<file path="src/rtl/core_ctrl_fsm.sv">
// Multicycle RV32I control FSM: fetch, decode, execute, memory, writeback.
// Drives datapath strobes, one-hot immediate selects, bus request handshakes
// and the retired-instruction counter.
// Optional feature macro: CORE_CTRL_ILLEGAL_TRAP_EN (illegal opcode halts the
// core and raises a sticky illegal_inst_o; otherwise it retires as a NOP).
module core_ctrl_fsm #(
  parameter int unsigned RETIRE_CNT_W = 32
) (
  input  logic                    clk_i,
  input  logic                    rst_ni,
  input  logic [31:0]             inst_i,
  input  logic                    branch_taken_i,
  output logic                    instr_req_o,
  input  logic                    instr_gnt_i,
  input  logic                    instr_rvalid_i,
  output logic                    data_req_o,
  output logic                    data_we_o,
  input  logic                    data_gnt_i,
  input  logic                    data_rvalid_i,
  output logic                    ir_we_o,
  output logic                    pc_we_o,
  output logic                    pc_sel_alu_o,
  output logic                    rf_we_o,
  output logic                    ctrl_sel_imm_i_o,
  output logic                    ctrl_sel_imm_s_o,
  output logic                    ctrl_sel_imm_b_o,
  output logic                    ctrl_sel_imm_u_o,
  output logic                    ctrl_sel_imm_j_o,
  output logic                    retire_o,
  output logic [RETIRE_CNT_W-1:0] instret_o,
  output logic                    halted_o,
  output logic                    illegal_inst_o
);

  typedef enum logic [2:0] {
    S_FETCH_REQ, S_FETCH_WAIT, S_DECODE, S_EXEC,
    S_MEM_REQ, S_MEM_WAIT, S_WB, S_HALT
  } state_e;

  typedef enum logic [6:0] {
    OPC_LOAD     = 7'b0000011,
    OPC_MISC_MEM = 7'b0001111,
    OPC_OP_IMM   = 7'b0010011,
    OPC_AUIPC    = 7'b0010111,
    OPC_STORE    = 7'b0100011,
    OPC_OP       = 7'b0110011,
    OPC_LUI      = 7'b0110111,
    OPC_BRANCH   = 7'b1100011,
    OPC_JALR     = 7'b1100111,
    OPC_JAL      = 7'b1101111,
    OPC_SYSTEM   = 7'b1110011
  } opcode_e;

  state_e                  state_q, state_d;
  logic [RETIRE_CNT_W-1:0] instret_q;
  logic [6:0]              opc;
  logic                    legal, is_mem, is_store, is_branch, is_jump, is_sys, no_rd;
  logic                    sel_i, sel_s, sel_b, sel_u, sel_j, imm_active;
  logic                    instr_req_c, ir_we_c;
  logic                    unused_inst;

  assign opc         = inst_i[6:0];
  assign unused_inst = ^inst_i[31:7];

  // Opcode classification and immediate-type decode
  always_comb begin
    legal     = 1'b0;
    is_mem    = 1'b0;
    is_store  = 1'b0;
    is_branch = 1'b0;
    is_jump   = 1'b0;
    is_sys    = 1'b0;
    no_rd     = 1'b0;
    sel_i     = 1'b0;
    sel_s     = 1'b0;
    sel_b     = 1'b0;
    sel_u     = 1'b0;
    sel_j     = 1'b0;
    case (opc)
      OPC_LOAD:     begin legal = 1'b1; is_mem = 1'b1; sel_i = 1'b1; end
      OPC_STORE:    begin legal = 1'b1; is_mem = 1'b1; is_store = 1'b1; no_rd = 1'b1; sel_s = 1'b1; end
      OPC_OP_IMM:   begin legal = 1'b1; sel_i = 1'b1; end
      OPC_OP:       legal = 1'b1;
      OPC_LUI,
      OPC_AUIPC:    begin legal = 1'b1; sel_u = 1'b1; end
      OPC_BRANCH:   begin legal = 1'b1; is_branch = 1'b1; no_rd = 1'b1; sel_b = 1'b1; end
      OPC_JALR:     begin legal = 1'b1; is_jump = 1'b1; sel_i = 1'b1; end
      OPC_JAL:      begin legal = 1'b1; is_jump = 1'b1; sel_j = 1'b1; end
      OPC_MISC_MEM: begin legal = 1'b1; no_rd = 1'b1; end
      OPC_SYSTEM:   begin legal = 1'b1; is_sys = 1'b1; end
      default:      legal = 1'b0;
    endcase
  end

  assign imm_active = (state_q == S_DECODE) || (state_q == S_EXEC) ||
                      (state_q == S_MEM_REQ) || (state_q == S_MEM_WAIT) ||
                      (state_q == S_WB);
  assign ctrl_sel_imm_i_o = sel_i & imm_active;
  assign ctrl_sel_imm_s_o = sel_s & imm_active;
  assign ctrl_sel_imm_b_o = sel_b & imm_active;
  assign ctrl_sel_imm_u_o = sel_u & imm_active;
  assign ctrl_sel_imm_j_o = sel_j & imm_active;

  // State register
  always_ff @(posedge clk_i or negedge rst_ni) begin
    if (!rst_ni) state_q <= S_FETCH_REQ;
    else         state_q <= state_d;
  end

  // Next-state and strobe generation
  always_comb begin
    state_d      = state_q;
    instr_req_c  = 1'b0;
    ir_we_c      = 1'b0;
    data_req_o   = 1'b0;
    data_we_o    = 1'b0;
    pc_we_o      = 1'b0;
    pc_sel_alu_o = 1'b0;
    rf_we_o      = 1'b0;
    retire_o     = 1'b0;
    halted_o     = 1'b0;
    case (state_q)
      S_FETCH_REQ: begin
        instr_req_c = 1'b1;
        if (instr_gnt_i) begin
          ir_we_c = instr_rvalid_i;
          state_d = instr_rvalid_i ? S_DECODE : S_FETCH_WAIT;
        end
      end
      S_FETCH_WAIT: begin
        if (instr_rvalid_i) begin
          ir_we_c = 1'b1;
          state_d = S_DECODE;
        end
      end
      S_DECODE: begin
`ifdef CORE_CTRL_ILLEGAL_TRAP_EN
        state_d = legal ? S_EXEC : S_HALT;
`else
        state_d = S_EXEC;
`endif
      end
      S_EXEC: begin
        if (is_mem)      state_d = S_MEM_REQ;
        else if (is_sys) state_d = S_HALT;
        else             state_d = S_WB;
      end
      S_MEM_REQ: begin
        data_req_o = 1'b1;
        data_we_o  = is_store;
        if (data_gnt_i) state_d = data_rvalid_i ? S_WB : S_MEM_WAIT;
      end
      S_MEM_WAIT: begin
        if (data_rvalid_i) state_d = S_WB;
      end
      S_WB: begin
        pc_we_o      = 1'b1;
        retire_o     = 1'b1;
        rf_we_o      = legal & ~no_rd;
        pc_sel_alu_o = is_jump | (is_branch & branch_taken_i);
        state_d      = S_FETCH_REQ;
      end
      S_HALT: halted_o = 1'b1;
      default: state_d = S_FETCH_REQ;
    endcase
  end

  // The reset state is FETCH_REQ, so fetch strobes are masked while rst_ni is low
  assign instr_req_o = instr_req_c & rst_ni;
  assign ir_we_o     = ir_we_c & rst_ni;

  // Retired-instruction counter, wraps naturally
  always_ff @(posedge clk_i or negedge rst_ni) begin
    if (!rst_ni)               instret_q <= '0;
    else if (state_q == S_WB) instret_q <= instret_q + RETIRE_CNT_W'(1);
  end
  assign instret_o = instret_q;

`ifdef CORE_CTRL_ILLEGAL_TRAP_EN
  logic illegal_q;
  // Sticky illegal-instruction flag, set when DECODE sees an illegal opcode
  always_ff @(posedge clk_i or negedge rst_ni) begin
    if (!rst_ni)                            illegal_q <= 1'b0;
    else if (state_q == S_DECODE && !legal) illegal_q <= 1'b1;
  end
  assign illegal_inst_o = illegal_q;
`else
  assign illegal_inst_o = 1'b0;
`endif

endmodule
</file>
<file path="config.mk">
export PLATFORM = sky130hd
export DESIGN_NAME = core_ctrl_fsm
export DESIGN_NICKNAME = d
export VERILOG_FILES = /design/src/rtl/core_ctrl_fsm.sv
export SDC_FILE = /design/constraint.sdc
export NUM_CORES = 1
export LEC_CHECK = 0
export BUFFER_PORTS_ARGS = -buffer_cell sky130_fd_sc_hd__buf_2
export CORE_MARGIN = 2
export CORE_UTILIZATION = 45
export DETAILED_ROUTE_END_ITERATION = 10
export PLACE_DENSITY = 0.84
export SKIP_CTS_REPAIR_TIMING = 1
export SYNTH_ARGS = -nofsm -noshare
export SYNTH_HDL_FRONTEND = slang
export SYNTH_SLANG_ARGS = --single-unit
</file>
<file path="constraint.sdc">
create_clock -name clk_i -period 2 [get_ports clk_i]
set_input_delay 0.1 -clock clk_i [delete_from_list [all_inputs] [get_ports clk_i]]
set_output_delay 0.1 -clock clk_i [all_outputs]
set_load 0.02 [all_outputs]
</file>
-- Word-level counts from Yosys, hierarchy flattened
Cells that the tools add are included.
- bits in registers: 35
- input port bits: 39
- output and inout port bits: 47
- logic and storage cells: 78
- add/subtract/negate cells: 1
- equal/unequal tests: 22
- mux-type cells: 29
- bitwise gates (word level): 11
- reduce and logical (&&, ||, !) cells: 13
- operators with widths (kind ; number):
    32-bit by 1-bit adder with 32-bit output, second input constant ; 1
    7-bit equality test, second input constant ; 4
    7-bit by 6-bit equality test with 1-bit output, second input constant ; 3
    3-bit case mux with 7 select lines ; 1
    1-bit two-way mux ; 20
    7-bit by 5-bit equality test with 1-bit output, second input constant ; 2
    3-bit equality test, second input constant ; 4
    3-bit two-way mux ; 4
    11-bit OR reduction ; 1
    1-bit AND ; 9
    2-bit inequality test, second input constant ; 4
    7-bit by 2-bit equality test with 1-bit output, second input constant ; 1
    7-bit by 4-bit equality test with 1-bit output, second input constant ; 1
    7-bit nonzero test ; 1
    3-bit by 2-bit equality test with 1-bit output, second input constant ; 2
    2-bit two-way mux ; 3
    2-bit OR reduction ; 3
    3-bit OR reduction ; 2
    5-bit AND reduction ; 1
    1-bit logical OR ; 4
    3-bit by 1-bit equality test with 1-bit output, second input constant ; 1
    3-bit zero test ; 1
    1-bit case mux with 2 select lines ; 1
    1-bit inverter ; 1
    1-bit bitwise OR ; 1

-- Longest topological paths before layout
Gate-level depths: netlist of the first run.
- depth after elaboration: 6
- depth in mapped cells: 5
- gate-level depth less buffers: 5

-- Worst setup path before layout of the first run
Ideal clock, no wire load.
- kind: reg-to-output
- start: register state_q[2]
- end: output ctrl_sel_imm_b_o
- data arrival time: 1.787 ns
- required time: 1.900 ns
- slack: 0.113 ns
- cell stages (with the launch flop): 6
- buffers on the path: 1
- cell sequence: dfrtp_1 > buf_2 > inv_1 > nor2_1 > or3_1 > nor4_1
- cells in the longest elaborated chain, start to end: 6
- elaborated cells between the ends (all ways): 10
- those cells by class: eq/ne: 5; bitwise: 1; reduce/logical: 4
- RTL lines (item ; RTL line ; source):
    from (decl) ; 54 ; state_e state_q, state_d;
    from (signal assigned) ; 107 ; else state_q <= state_d;
    3-bit by 2-bit equality test with 1-bit output ; 95 ; assign imm_active = (state_q == S_DECODE) || (state_q == S_EXEC) ||
    1-bit logical OR (2 in series) ; 95 ;
    1-bit logical OR ; 96 ; (state_q == S_MEM_REQ) || (state_q == S_MEM_WAIT) ||
    1-bit logical OR (*) ; 96 ;
    1-bit AND (*) ; 100 ; assign ctrl_sel_imm_b_o = sel_b & imm_active;
    to (decl) ; 26 ; output logic ctrl_sel_imm_b_o,
Mark *: on every way between the ends. The rest lies on a longest branch, timed or not.

-- Worst setup path after layout of the first run
Ends and elaborated chain as after synthesis.

==> results.sh, run 1 <==
export IMPL_start_kind="flip-flop"
export IMPL_grtUsageMet2=0.329
export IMPL_hold_path_end="state_q[0]"
export IMPL_syn_nets=230
export IMPL_ys_top_cells_by_count="dfrtp_1 (35), xnor2_1 (27), nand2_1 (21), nand3_1 (16), nand4_1 (13)"
export IMPL_rsz0062_at_grt="no"
export IMPL_synth_largest_area_cell="dfrtp_1"
export IMPL_min_path_cells=3
export IMPL_drv_cap=0
export IMPL_busiest_layer="met2"
export IMPL_hp_class="input pin to flip-flop"
export IMPL_die_area_sq_um=4760
export IMPL_ys_seq_area_frac=0.461
export IMPL_fin_crit_ns=1.87
export IMPL_cts_max_path_buffers=2
export IMPL_nNetsFinal=292
export IMPL_clk_pin_slew_worst_paths_ns=0.07
export IMPL_synth_fa_ha_area_frac=0.00659
export IMPL_synth_most_common_cell="dfrtp_1"
export IMPL_power_share_switching=0.342
export IMPL_core_area_sq_um=4030
export IMPL_drive_gt1_frac=0.328
export IMPL_gp_congestion=0.785
export IMPL_avgSynthCellArea_sq_um=10.0
export IMPL_antenna_found_initial=0
export IMPL_placementRows=23
export IMPL_grt_overflow=0
export IMPL_slew_viol_final=0
export IMPL_ant_nets=0
export IMPL_cp_arrival_ns=1.77
export IMPL_fp_dieH_microns=69.0
export IMPL_finalHoldViolCount=0
export IMPL_synthesis_area_sq_um=1900
export IMPL_hp_start="instr_rvalid_i"
export IMPL_portBuffers=59
export IMPL_clock_latency_ns=0.29
export IMPL_powerDensity_nw_per_um2=905
export IMPL_synth_compound_area_frac=0.0422
export IMPL_route_final_wire_length_mm=4.02
export IMPL_area_growth_pct=24.0
export IMPL_clkPwrFrac=0.308
export IMPL_placed_area_sq_um=2220
export IMPL_fmaxAchievable_mhz=534
export IMPL_worstPathMaxFanout=11
export IMPL_synth_top_family_by_area="simple AND/OR/NAND/NOR gates"
export IMPL_vias=1625
export IMPL_synthSimpleGateAreaFrac=0.302
export IMPL_synth_top_area_frac=0.461
export IMPL_grtUsageMet3=0.0455
export IMPL_reg2reg_depth=4
export IMPL_path_class="flip-flop to primary output"
export IMPL_grt_start_max_net_pins=36
export IMPL_r2r_start="state_q[0]"
export IMPL_internal_power_uw=1400
export IMPL_clock_sinks=35
export IMPL_synth_seq_cells=35
export IMPL_synthDistinctLibCells=41
export IMPL_synth_flop_cell="dfrtp_1"
export IMPL_power_frac_comb=0.249
export IMPL_start_util=0.471
export IMPL_regToRegSetupSlack_ns=0.29
export IMPL_setup_viol=0
export IMPL_syn_inst=190
export IMPL_synth_edf_count=0
export IMPL_wl_per_cell_microns=13.3
export IMPL_die_w_microns=69.0
export IMPL_sequentialPowerShare=0.443
export IMPL_synthTopCellsByArea="dfrtp_1 (46%), xnor2_1 (12%), nand4_1 (4.3%)"
export IMPL_synth_mux_area_fraction=0.00593
export IMPL_p_leak_uw=0.00120
export IMPL_yosys_area_share_xor_xnor=0.143
export IMPL_status="completed"
export IMPL_detailed_place_hpwl_mm=2.97
export IMPL_stdcell_area_sq_um=2350
export IMPL_cts_tree="done"
export IMPL_drc_errors=0
export IMPL_async_reset_ff_frac=1.00
export IMPL_ys_warn_count=0
export IMPL_fin_worst_skew_ns=0.00436
export IMPL_grt_pass1_vias=1471
export IMPL_grt_use_met1=0.210
export IMPL_r2r_end="instret_o[7]"
export IMPL_cp_required_ns=1.90
export IMPL_end_kind="primary output"
export IMPL_cts_made_buffers=5
export IMPL_h_tree_depth=2
export IMPL_cts_root_buf="clkbuf_8"
export IMPL_dr_pass1_iters=4
export IMPL_pin_count=86
export IMPL_drt_iter0_drc=113
export IMPL_diodes=0
export IMPL_ir_drop_v=0.000515
export IMPL_finalCritPeriodShare=0.935
export IMPL_switchingPower_uw=728
export IMPL_grt_pass1_wl_mm=6.47
export IMPL_finalSetupTns_ns=0
export IMPL_fillers=360
export IMPL_grt_usage=0.183
export IMPL_vias_per_cell=5.36
## logic make-up (layout without fill, tap and decap cells)
family,Yosys count,count (layout)
AO/OA/AOI/OAI,13,13
XOR/XNOR,31,31
adder cells (fa/ha/maj),1,1
buffers and inverters,13,76
flip-flops,35,35
multiplexers,1,1
other,1,1
AND/OR/NAND/NOR,95,95
## metrics by stage
step	total power, uW	cells	hold WS, ns	setup WS, ns	utilization
after floorplan	1330	190	-0.196	0.113	-
after global placement	1470	294	0.212	0.296	0.552
after detailed placement	1480	294	0.222	0.233	0.552
after CTS	2130	302	-0.0892	0.0545	0.581
after global routing	2260	303	0.148	0.000166	0.584
final	2130	303	0.133	0.129	0.584
## critical path, stage by stage (launching register included)
cell and delay, ns:
dfrtp_2 0.50, inv_1 0.15, nor2_1 0.08, or3_1 0.39
nor4_1 0.16, buf_2 0.20
## layout by cell type (no fill, tap or decap), drive strengths merged, types with 2 or more instances in the layout
| master | instances |
|---|---|
| xor2 | 4 |
| clkbuf | 6 |
| o21ai | 4 |
| nor3 | 6 |
| and4 | 2 |
| inv | 6 |
| buf | 61 |
| nand4b | 3 |
| and2 | 3 |
| or3 | 2 |
| or2 | 2 |
| xnor2 | 27 |
| nand3 | 17 |
| dfrtp | 35 |
| nand2 | 21 |
| nor4 | 5 |
| nand4 | 14 |
| nand3b | 2 |
| a21oi | 4 |
| nor2 | 12 |
| and3 | 4 |
## state kept, by name, indices dropped and copies added (netlist names)
register   cells
state_q        3
instret_o     32
## routing by layer
metal  vias to the layer above  wire length (microns)
li1                        779                      -
met1                       770                   1740
met2                        70                   1920
met3                         6                    303
met4                         0                     57
met5                         -                      0
## worst max path at each step
stage,from,endpoint
finish,state_q[2],ctrl_sel_imm_b_o
detailed placement,state_q[2],instret_o[7]
global route,state_q[2],ctrl_sel_imm_b_o
CTS,state_q[2],ctrl_sel_imm_b_o
global placement,state_q[2],instret_o[27]
floorplan,state_q[2],ctrl_sel_imm_b_o
## power by group through the flow
| stage | logic [uW] | registers (uW) | clock network [uW] |
|---|---|---|---|
| after floorplan | 419 | 915 | 0 |
| after global placement | 518 | 949 | 0 |
| after detailed placement | 529 | 949 | 0 |
| after CTS | 530 | 937 | 666 |
| after global routing | 593 | 967 | 699 |
| final | 530 | 944 | 656 |
## cell type report
| cell class | instances | area, sq um | share of cell area |
|---|---|---|---|
| multi-input cells | 142 | 953 | 0.405 |
| flip-flops and latches | 35 | 878 | 0.373 |
| repair buffers | 62 | 320 | 0.136 |
| clock buffers | 6 | 82.6 | 0.0351 |
| well taps | 50 | 62.6 | 0.0266 |
| clock inverters | 2 | 35.0 | 0.0149 |
| inverters | 6 | 22.5 | 0.00956 |
Note: power is estimated with default switching activity, not from simulation.
==> run 2: changes to the inputs <==
CORE_ASPECT_RATIO = 1.2   (was unset)
==> run 2 against run 1 <==
Net effect: fmax increased by 0.23%; critical path depth stayed put; global-route usage rose by 0.70 points; clock skew increased by 0.00080 ns; worst hold slack improved by 0.0038 ns; wire length rose by 1.4%; cell area down 1.3%; critical path type unchanged.
==> results.sh, run 2 (synthesis results as in run 1) <==
export IMPL_fp_dieH_microns=75.2
export IMPL_nNetsFinal=292
export IMPL_powerDensity_nw_per_um2=845
export IMPL_vias_per_cell=5.28
export IMPL_cp_top_family="simple AND/OR/NAND/NOR gates"
export IMPL_cp_required_ns=1.90
export IMPL_start_util=0.474
export IMPL_p_leak_uw=0.00118
export IMPL_clock_sinks=35
export IMPL_largest_reg_flops=32
export IMPL_gp_congestion=0.782
export IMPL_h_tree_depth=2
export IMPL_route_final_wire_length_mm=4.07
export IMPL_crit_buf_inv=1
export IMPL_start_kind="flip-flop"
export IMPL_dr_pass1_iters=4
export IMPL_die_w_microns=63.3
export IMPL_portBuffers=59
export IMPL_cts_root_buf="clkbuf_8"
export IMPL_grt_overflow=0
export IMPL_die_area_sq_um=4760
export IMPL_drive_gt1_frac=0.320
export IMPL_diodes=0
export IMPL_vias=1622
export IMPL_crit_chain="nand2_1, nor2_1, or3_1, nor4_1, buf_2"
export IMPL_grtUsageMet2=0.331
export IMPL_busiest_layer="met2"
export IMPL_ant_nets=0
export IMPL_antenna_found_initial=0
export IMPL_final_cells=307
export IMPL_wl_per_cell_microns=13.3
export IMPL_rsz0062_at_grt="no"
export IMPL_max_stage_delay_ns=0.48
export IMPL_grt_pass1_wl_mm=6.94
export IMPL_ir_drop_v=0.000391
export IMPL_drv_cap=0
export IMPL_cts_tree="done"
export IMPL_finalSetupTns_ns=0
export IMPL_clk_pin_slew_worst_paths_ns=0.06
export IMPL_fmaxAchievable_mhz=536
export IMPL_status="completed"
export IMPL_hp_class="input pin to flip-flop"
export IMPL_grt_pass1_vias=1546
export IMPL_drc_errors=0
export IMPL_area_growth_pct=22.3
export IMPL_pin_count=86
export IMPL_end_kind="primary output"
export IMPL_layout_common_cells="buf_2 (59), dfrtp_1 (33), xnor2_1 (27)"
export IMPL_drt_iter0_drc=83
export IMPL_fin_worst_skew_ns=0.00516
export IMPL_grtUsageMet3=0.0508
export IMPL_cp_arrival_ns=1.77
export IMPL_grt_use_met1=0.224
export IMPL_clock_latency_ns=0.29
export IMPL_fin_crit_ns=1.87
export IMPL_placementRows=25
export IMPL_finalCritPeriodShare=0.933
export IMPL_placed_cells=298
export IMPL_core_area_sq_um=4000
export IMPL_finalHoldViolCount=0
export IMPL_cts_made_buffers=5
export IMPL_worst_path_max_delay_cell="dfrtp_1"
export IMPL_slew_viol_final=0
export IMPL_detailed_place_hpwl_mm=3.02
export IMPL_path_class="flip-flop to primary output"
export IMPL_worstPathMaxFanout=10
export IMPL_cts_max_path_buffers=2
export IMPL_grt_start_max_net_pins=36
export IMPL_grt_usage=0.190
export IMPL_setup_viol=0
export IMPL_layout_commonest_cell="buf_2"
==> run 2: cell count changes in the layout (fill, tap and decap cells not counted), sizes merged <==
cell / delta
bufinv: -1
clkbuf: +1
==> run 2: report_power, final <==
| part | internal (uW) | total [uW] | switching [uW] |
|---|---|---|---|
| combinational | 213 | 531 | 319 |
| clock | 244 | 487 | 243 |
| sequential | 787 | 944 | 157 |
| total | 1240 | 1960 | 719 |
==> run 2: worst reg2reg max path: stages (launching register included) <==
cell	delay, ns
dfrtp_1	0.48
nand2b_1	0.28
nor3_4	0.46
and3_1	0.23
xor2_1	0.15
==> run 2: worst paths after layout <==
| path | startpoint | to | slack [ns] | cells after the start |
|---|---|---|---|---|
| worst max-delay path | state_q[0] | ctrl_sel_imm_b_o | 0.13 | 5 |
| worst min-delay path | instr_rvalid_i | state_q[0] | 0.14 | 3 |
| worst max register to register | state_q[0] | instret_o[7] | 0.33 | 4 |
| worst min register to register | instret_o[31] | instret_o[31] | 0.46 | 1 |
| max in group asynchronous | rst_ni | state_q[2] | 1.21 | 3 |
| min in group asynchronous | rst_ni | instret_o[21] | 0.45 | 3 |
==> run 2: metrics by stage <==
stage                     setup WS [ns]  instance area, sq um  total power (uW)  hold WS (ns)   util
final                             0.133                  2320              1960         0.137  0.580
after global routing             0.0138                  2320              2100         0.161  0.580
after CTS                        0.0472                  2310              1980       -0.0944  0.577
after detailed placement          0.275                  2230              1490         0.218  0.557
after global placement            0.302                  2230              1470         0.216  0.557
after floorplan                   0.113                  1900              1330        -0.196      -
==> run 2: final cells by class <==
cell class / count / area [sq um]
fill: 387 / 1680
multi-input combinational: 142 / 953
sequential: 35 / 878
timing repair buffer: 62 / 320
clock buffer: 7 / 76.3
tap: 54 / 67.6
inverter: 6 / 22.5
clock inverter: 1 / 5.00
==> run 2: layer usage <==
layer / up-vias / share of wire
met2: 60 / 0.48
met3: 5 / 0.064
met5: - / 0
li1: 789 / -
met1: 768 / 0.43
met4: 0 / 0.018
==> run 3: changes to the inputs <==
ABC_AREA = 1   (was unset)
CAP_MARGIN = 15   (was unset)
PLACE_DENSITY = 0.8   (was 0.84)
==> run 3 against run 2 <==
Net effect: combinational power increased by 38%; flip-flop and latch count unchanged; area after synthesis grew 28%; critical endpoint is now ctrl_sel_imm_u_o; largest cell class unchanged; sequential power decreased by 4.4%; register-to-register slack improved by 0.05 ns.
==> results.sh, run 3 <==
export IMPL_status="completed"
export IMPL_crit_chain="inv_2, nand3_1, nand2_1, nor2_4, or2_2, inv_1, buf_2"
export IMPL_regToRegSetupSlack_ns=0.38
export IMPL_drv_cap=0
export IMPL_syn_inst=360
export IMPL_synth_compound_area_frac=0.00929
export IMPL_pin_count=86
export IMPL_fin_crit_ns=1.85
export IMPL_core_area_sq_um=5230
export IMPL_ys_seq_area_frac=0.361
export IMPL_fmaxAchievable_mhz=541
export IMPL_async_reset_ff_frac=1.00
export IMPL_yosys_area_share_xor_xnor=0.0718
export IMPL_cts_made_buffers=5
export IMPL_ant_nets=0
export IMPL_grt_pass1_wl_mm=9.72
export IMPL_setup_viol=0
export IMPL_antenna_found_initial=0
export IMPL_placed_area_sq_um=2770
export IMPL_fin_worst_skew_ns=0.00871
export IMPL_worst_path_max_delay_cell="dfrtp_1"
export IMPL_setup_ws_ns=0.152
export IMPL_drc_errors=0
export IMPL_synth_mux_area_fraction=0
export IMPL_grt_overflow=0
export IMPL_clock_sinks=35
export IMPL_worst_pin_slew_ns=0.504
export IMPL_layout_commonest_cell="nand2_1"
export IMPL_finalSetupTns_ns=0
export IMPL_vias=2403
export IMPL_nNetsFinal=464
export IMPL_p_leak_uw=0.00167
export IMPL_clk_pin_slew_worst_paths_ns=0.07
export IMPL_slew_viol_final=0
export IMPL_path_class="flip-flop to primary output"
export IMPL_synth_most_common_cell="nand2_1"
export IMPL_layout_common_cells="nand2_1 (120), buf_2 (59), inv_1 (57)"
export IMPL_min_path_cells=6
export IMPL_grt_pass1_vias=2322
export IMPL_reg2reg_depth=8
export IMPL_synth_top_family_by_area="simple AND/OR/NAND/NOR gates"
export IMPL_rsz0062_at_grt="no"
export IMPL_diodes=0
export IMPL_synth_flop_cell="dfrtp_1"
export IMPL_wl_per_cell_microns=11.3
export IMPL_cp_arrival_ns=1.75
export IMPL_powerDensity_nw_per_um2=764
export IMPL_synthTopCellsByArea="dfrtp_1 (36%), nand2_1 (19%), inv_1 (8.8%)"
export IMPL_cp_required_ns=1.90
export IMPL_cts_tree="done"
export IMPL_start_util=0.464
export IMPL_hp_class="input pin to flip-flop"
export IMPL_area_growth_pct=19.1
export IMPL_ys_warn_count=0
export IMPL_r2r_start="state_q[0]"
export IMPL_finalCritPeriodShare=0.924
export IMPL_drive_gt1_frac=0.207
export IMPL_cts_max_path_buffers=2
export IMPL_hp_start="data_gnt_i"
export IMPL_stdcell_area_sq_um=2890
export IMPL_slew_headroom=0.661
export IMPL_ir_drop_v=0.000646
export IMPL_die_w_microns=71.0
export IMPL_avgSynthCellArea_sq_um=6.73
export IMPL_clock_latency_ns=0.30
export IMPL_synthesis_area_sq_um=2420
export IMPL_cts_root_buf="clkbuf_8"
export IMPL_vias_per_cell=4.93
export IMPL_start_kind="flip-flop"
export IMPL_portBuffers=59
export IMPL_synth_edf_count=0
export IMPL_grt_usage=0.197
export IMPL_synth_top_area_frac=0.361
export IMPL_detailed_place_hpwl_mm=4.32
export IMPL_fp_dieH_microns=84.4
export IMPL_worstPathMaxFanout=6
export IMPL_grt_start_max_net_pins=36
export IMPL_synth_seq_cells=35
export IMPL_gp_congestion=0.809
export IMPL_finalHoldViolCount=0
export IMPL_placementRows=29
export IMPL_r2r_end="instret_o[21]"
export IMPL_end_kind="primary output"
export IMPL_syn_nets=400
export IMPL_ys_top_cells_by_count="nand2_1 (120), inv_1 (57), nor2_1 (55), dfrtp_1 (35), nand3_1 (30)"
export IMPL_hold_path_end="state_q[2]"
export IMPL_dpl_worst_slack_ns=0.319
export IMPL_drt_iter0_drc=104
export IMPL_crit_buf_inv=3
export IMPL_max_stage_delay_ns=0.48
export IMPL_synthSimpleGateAreaFrac=0.440
export IMPL_h_tree_depth=2
export IMPL_dr_pass1_iters=4
export IMPL_largest_reg_flops=32
export IMPL_cp_top_family="simple AND/OR/NAND/NOR gates"
export IMPL_synth_fa_ha_area_frac=0.00516
export IMPL_synthDistinctLibCells=29
export IMPL_die_area_sq_um=5990
export IMPL_synth_largest_area_cell="dfrtp_1"
export IMPL_route_final_wire_length_mm=5.49
## run 3: changes by cell type after synthesis, moves of 3 or more
cell / previous run / this run
nand2_1: 21 / 120
and2_1: 3 / 0
nor2_4: 0 / 5
xnor2_1: 27 / 6
nand3_1: 16 / 30
and3_1: 4 / 0
inv_1: 6 / 57
a21oi_1: 4 / 1
xor2_1: 4 / 12
nor2_1: 11 / 55
## run 3: final cells by class
cell class / instances / area, sq um
clock buffers: 7 / 96.3
repair buffers: 61 / 313
clock inverters: 1 / 7.51
fillers: 516 / 2340
well taps: 62 / 77.6
multi-input cells: 261 / 1280
flip-flops and latches: 35 / 877
inverters: 60 / 235
## run 3: cells by family after synthesis
kind of cell	Yosys count
AO/OA/AOI/OAI	4
XOR/XNOR	19
adder cells (fa/ha/maj)	1
buffers and inverters	64
flip-flops	35
other	1
AND/OR/NAND/NOR	236
## run 3: report_power, final
part	total, uW	switching [uW]	leakage, uW	internal (uW)
logic	733	493	0.00115	240
clock network	569	256	0.0000505	313
registers	902	121	0.000478	781
total	2200	870	0.00167	1330
## run 3: metrics by stage
step / cells / power [uW] / hold WS, ns / utilization
5_1_grt: 487 / 2370 / 0.196 / 0.552
3_3_place_gp: 478 / 1630 / 0.216 / 0.530
2_1_floorplan: 360 / 1470 / -0.196 / -
4_1_cts: 486 / 2220 / -0.121 / 0.550
3_5_place_dp: 478 / 1650 / 0.193 / 0.530
6_report: 487 / 2200 / 0.150 / 0.552
## run 3: worst max path at each step
| stage | slack, ns | depth (start not counted) | end | startpoint |
|---|---|---|---|---|
| 2_1_floorplan | 0.44 | 5 | ctrl_sel_imm_j_o | state_q[1] |
| 3_3_place_gp | 0.36 | 8 | instret_o[21] | state_q[0] |
| 3_5_place_dp | 0.32 | 8 | instret_o[20] | state_q[0] |
| 4_1_cts | 0.11 | 6 | ctrl_sel_imm_u_o | state_q[0] |
| 5_1_grt | 0.01 | 7 | ctrl_sel_imm_u_o | state_q[2] |
| 6_report | 0.15 | 7 | ctrl_sel_imm_u_o | state_q[2] |
## run 3: per-layer routing
| metal | wire length [microns] | share of wire | GRT usage | vias up |
|---|---|---|---|---|
| met5 | 0 | 0 | 0 | - |
| met4 | 146 | 0.027 | 0.0772 | 0 |
| met3 | 303 | 0.055 | 0.0396 | 9 |
| met2 | 2670 | 0.49 | 0.351 | 70 |
| met1 | 2370 | 0.43 | 0.231 | 1097 |
| li1 | - | - | - | 1227 |
## run 3: worst min-delay path, delay by kind of cell
family	cells	cell delay, ns
buffers and inverters	3	0.16
AND/OR/NAND/NOR	3	0.14
